===== config.mk =====
export PLATFORM = sky130hd
export DESIGN_NAME = switch_input_port
export DESIGN_NICKNAME = d
export VERILOG_FILES = /design/src/rtl/switch_input_port.sv
export SDC_FILE = /design/constraint.sdc
export NUM_CORES = 1
export LEC_CHECK = 0
export ABC_AREA = 1
export ABC_CLOCK_PERIOD_IN_PS = 1500
export CORE_UTILIZATION = 40
export DETAILED_ROUTE_END_ITERATION = 16
export PLACE_DENSITY_LB_ADDON = 0.08
export SLEW_MARGIN = 20
export SYNTH_ARGS = -nofsm -noshare
export SYNTH_HDL_FRONTEND = slang
export SYNTH_SLANG_ARGS = --single-unit
export TNS_END_PERCENT = 5

===== constraint.sdc =====
create_clock -name clock -period 1.5 [get_ports clock]
set_clock_uncertainty 0.2 [all_clocks]
set_input_delay 0.3 -clock clock [delete_from_list [all_inputs] [get_ports clock]]
set_output_delay 0.3 -clock clock [all_outputs]
set_load 0.05 [all_outputs]

===== src/rtl/switch_input_port.sv =====
// switch_input_port
//   Samples the raw, asynchronous board switches. Each line passes through a
//   two-flop synchronizer. The synchronized vector is then debounced as a whole
//   into a stable value. A sticky change flag is raised whenever that stable
//   value updates. The CPU reads the value through a one-cycle read-strobe /
//   read-valid handshake.
//
// Parameters
//   WIDTH            number of switch lines
//   DEBOUNCE_CYCLES  consecutive identical synchronized samples needed to commit (>= 2)
//   CNT_W            debounce counter width (derived)
//
// Ports
//   clock     system clock, rising-edge active
//   reset     synchronous, active-low reset
//   switches  raw asynchronous switch levels
//   rd_en     CPU read strobe
//   rd_data   value returned by the read; meaningful when rd_valid=1, held otherwise
//   rd_valid  one-cycle read-response pulse, one cycle after rd_en
//   stable    current debounced switch value
//   changed   sticky flag; stable changed since the last read
module switch_input_port #(
  parameter int WIDTH           = 4,
  parameter int DEBOUNCE_CYCLES = 16,
  parameter int CNT_W           = $clog2(DEBOUNCE_CYCLES)
) (
  input  logic             clock,
  input  logic             reset,
  input  logic [WIDTH-1:0] switches,
  input  logic             rd_en,
  output logic [WIDTH-1:0] rd_data,
  output logic             rd_valid,
  output logic [WIDTH-1:0] stable,
  output logic             changed
);

  localparam logic [CNT_W-1:0] CNT_MAX = CNT_W'(DEBOUNCE_CYCLES - 1);

  logic [WIDTH-1:0] sync1;
  logic [WIDTH-1:0] sync2;
  logic [WIDTH-1:0] cand;
  logic [CNT_W-1:0] cnt;

  always_ff @(posedge clock) begin
    if (!reset) begin
      sync1    <= '0;
      sync2    <= '0;
      cand     <= '0;
      cnt      <= '0;
      stable   <= '0;
      changed  <= 1'b0;
      rd_data  <= '0;
      rd_valid <= 1'b0;
    end else begin
      // Synchronizer stage
      sync1 <= switches;
      sync2 <= sync1;

      // Read stage: return the pre-edge stable value and clear the flag.
      rd_valid <= rd_en;
      if (rd_en) begin
        rd_data <= stable;
        changed <= 1'b0;
      end

      // Debounce stage: any bit change restarts the count for the whole vector.
      // The commit is written after the read clear so a same-edge set wins.
      if (sync2 != cand) begin
        cand <= sync2;
        cnt  <= '0;
      end else if (cnt != CNT_MAX) begin
        cnt <= cnt + 1'b1;
      end else if (cand != stable) begin
        stable  <= cand;
        changed <= 1'b1;
      end
    end
  end

endmodule


* After elaboration in Yosys (flattened, before gate mapping) *
Index checks and enable logic that the tools add are counted.

word-level totals
  register bits = 26
  input port bits = 7
  logic and storage cells = 21

operators by class
  $add $sub $neg = 1
  equal/unequal tests = 3
  multiplexer cells = 4
  bitwise operators = 3
  reductions and logical operators = 2

operators by type and width
  cell                 count
  $ne 4x4->1           2
  $add 4x1->4 const B  1
  $mux 1               4
  $ne 4x4->1 const B   1
  $not 1->1            3
  $reduce_and 3->1     1
  $reduce_or 2->1      1

* Depth between registers and ports, before layout *
Gate-level depths: netlist of the first run.

  depth after elaboration = 4
  gate-level depth with buffers = 9

* Worst setup path before layout of the first run *
OpenSTA, ideal clock, no wires.

  kind = reg-to-reg
  from = reg stable[2]
  to = reg stable[0]
  arrival = 1.314 ns
  slack = -0.128 ns
  stages on the path, launching flop included = 10
  cell sequence = dfxtp_1 inv_1 nand2_1 nand2_1 nor2_1 nand2_2 nand2_2 nor2_4 nor2_1 nor2_1

on the way
  word-level cells in the longest chain between the ends = 2

RTL lines
  element                     RTL line  source
  start: declaration          33        output logic [WIDTH-1:0] stable,
  start signal: assignment    74        stable <= cand;
  $ne 4x4->1                  73        end else if (cand != stable) begin
  $reduce_and 3->1 (no line)  --

Every way passes these cells.
A chain may end at the register's enable or synchronous reset.

* Worst setup path after layout of the first run *
  from = reg stable[1]
  to = out stable[1]

No word-level cell between the ends.

==> results of run 1 <==
## placed cells by master (no fill, tap or decap), drive strengths merged
cell type,count
nand2,42
nand4,4
dfxtp,26
clkdlybuf4s50,6
buf,17
nor2,16
nand3,4
or2,1
a21boi,1
bufinv,1
clkbuf,3
ha,1
o21ai,5
a21oi,7
inv,25
clkinv,2
xnor2,3
## critical path, stage by stage, from the launching register on
cell     delay [ns]
dfxtp_4        0.38
buf_6          0.11
buf_12         0.13
## routing by layer
metal,wire (um),vias to the layer above,share of wire
li1,-,467,-
met4,24,0,0.013
met1,906,383,0.49
met2,860,13,0.47
met3,51,4,0.028
met5,0,-,0
## logic make-up (layout without fill, tap and decap cells)
| kind of cell | count (synthesis) | count (layout) | synth area share |
|---|---|---|---|
| compound gates | 13 | 13 | 0.0718 |
| xor+xnor | 3 | 3 | 0.0251 |
| fa+ha+maj | 1 | 1 | 0.0120 |
| buf+inv | 30 | 54 | 0.110 |
| flops | 26 | 26 | 0.498 |
| simple gates | 67 | 67 | 0.283 |
## repair_timing
item | CTS | global route
buffers inserted | 0 | 4
resized for setup | 0 | 7
setup endpoints to repair | 0 | 5
## cells in the mapped netlist (all sizes together)
cell	count	area, sq um
nand2	42	168
dfxtp	26	521
inv	25	93.8
nor2	16	77.6
a21oi	7	42.5
o21ai	5	25.0
nand3	4	20.0
nand4	4	25.0
xnor2	3	26.3
clkbuf	2	7.51
clkinv	2	8.75
a21boi	1	7.51
buf	1	5.00
ha	1	12.5
or2	1	6.26
## worst min-delay path by stage
stage	slack, ns	to	startpoint	cells after the start
4_1_cts	0.23	sync2[0]	sync1[0]	2
2_1_floorplan	0.19	sync2[0]	sync1[0]	2
6_report	0.22	sync2[0]	sync1[0]	2
5_1_grt	0.25	sync2[2]	sync1[2]	2
3_3_place_gp	0.19	sync2[3]	sync1[3]	2
3_5_place_dp	0.21	sync2[2]	sync1[2]	2
## power by group
group          switching (mW)  leakage (nW)  total, mW  internal [mW]
Clock                   0.209        0.0279      0.479          0.270
Sequential             0.0163         0.217      0.729          0.712
Combinational          0.0903         0.453      0.170         0.0796
Total                   0.315         0.697       1.38           1.06
## per-stage QoR
stage / utilization / power, mW
3_5_place_dp: 0.554 / 0.914
5_1_grt: 0.593 / 1.43
4_1_cts: 0.575 / 1.39
6_report: 0.593 / 1.38
3_3_place_gp: 0.554 / 0.911
2_1_floorplan: - / 0.844
## layout make-up
class	count	area [sq um]	area share
clock buffer	3	22.5	0.0153
sequential	26	534	0.364
clock inverter	1	30.0	0.0204
inverter	27	103	0.0698
multi-input combinational	84	413	0.281
tap	30	37.5	0.0256
timing repair buffer	23	329	0.224
## flip-flops by register name, indices dropped and copies added, names as in the netlist
name / flops
stable: 4
rd_valid: 1
sync2: 4
changed: 1
sync1: 4
cand: 4
cnt: 4
rd_data: 4
==> reports/qor.yml, run 1 <==
floorplanning:
  core_sq_mm: 0.00248
  dieArea_sq_mm: 0.00282
  die_h_um: 53.1
  num_io_pins: 17
  row_count: 18
  fp.dieW_um: 53.1
  start_util: 0.422
outcome:
  violations: "DRC"
  status: "complete, but fails checks"
timing:
  drv_slew: 0
  fin_setup_tns_ns: 0
  fmax_ghz: 0.692
  worst_pin_slew_ns: 0.181
  slew_headroom: 0.878
  final_hold_viol_count: 0
  min_period_over_period: 0.963
  holdWs_ns: 0.220
  setup_ws_ns: 0.0554
  setup_viol_count_final: 0
  finalCriticalPeriod_ns: 1.44
cells_and_area:
  final-instance-count-excl-fill: 194
  fillers: 229
  fin_nets: 173
  area_growth_syn_to_layout_pct: 40.4
  drive_gt1_frac: 0.256
  num_antenna_cells: 0
  fin_area_sq_mm: 0.00147
worst_setup_path:
  reg2reg_to: "cnt[0]"
  r2r_cells: 5
  cp-start-kind: "flip-flop"
  path_max_fanout: 4
  r2r-start: "cnt[0]"
  criticalPathCategory: "reg -> out"
  arrival_ns: 0.94
  endpoint: "stable[1]"
  critPathCaptureType: "output port"
  required_ns: 1.00
  cp-startpoint: "stable[1]"
  r2r_slack_ns: 0.08
yosys:
  netlist_area_sq_mm: 0.00105
  syn-instance-count: 140
  ys_warn_count: 0
  synth_nets: 148
  synth_cell_types: 21
  synth_area_per_cell_sq_um: 7.47
  seq_area_frac_synth: 0.498
  ys_ff_latch: 26
placed_design:
  pre_cts_ws_ns: 0.0372
  dp_hpwl_mm: 1.29
  gp_congestion: 0.782
  placed_cell_area_sq_mm: 0.00137
  placed_cells: 186
  port_buffers: 16
clock_network:
  ctsLongestPathBuffers: 2
  clock_sinks: 26
  cts_root_buf: "clkbuf_4"
  clk_latency_ns: 0.33
  cts_buffers: 3
  cts_tree: "done"
  ctsHoldBuffers: 0
  clk_pin_slew_worst_paths_ns: 0.14
  htreeDepth: 1
detailed_routing:
  postRouteAntennaNets: 0
  firstDrtPassIters: 10
  post_drt_via_cell_ratio: 4.47
  drc: 1
  drt-total-wl_mm: 1.84
  first_iter_violations: 7
  wl_per_cell_um: 9.49
  vias: 867
global_routing:
  antenna_found_initial: 0
  use_met3: 0.0259
  overflow: 0
  grt_pass1_wl_mm: 3.03
  grt_max_degree: 24
  grt_util_all_layers: 0.150
  grt_pass1_vias: 724
  grt.busiest_layer: "met2"
  met1_usage: 0.187
  grt_util_met2: 0.243
worst_hold_path:
  min_path_type: "reg -> reg"
power_and_ir_drop:
  p_leak_nw: 0.697
  p_per_area_mw_per_mm2: 938
  peakVddDrop_uv: 747
run:
  cap_violations: 0
Power figures use the tool's default switching activity.
==> run 2, diff against run 1 <==
Settings changed: CTS_BUF_LIST from default to sky130_fd_sc_hd__clkbuf_2 sky130_fd_sc_hd__clkbuf_4 sky130_fd_sc_hd__clkbuf_8.
==> results of run 2 <==
Final layout, timing and power as in run 1 (identical DEF).
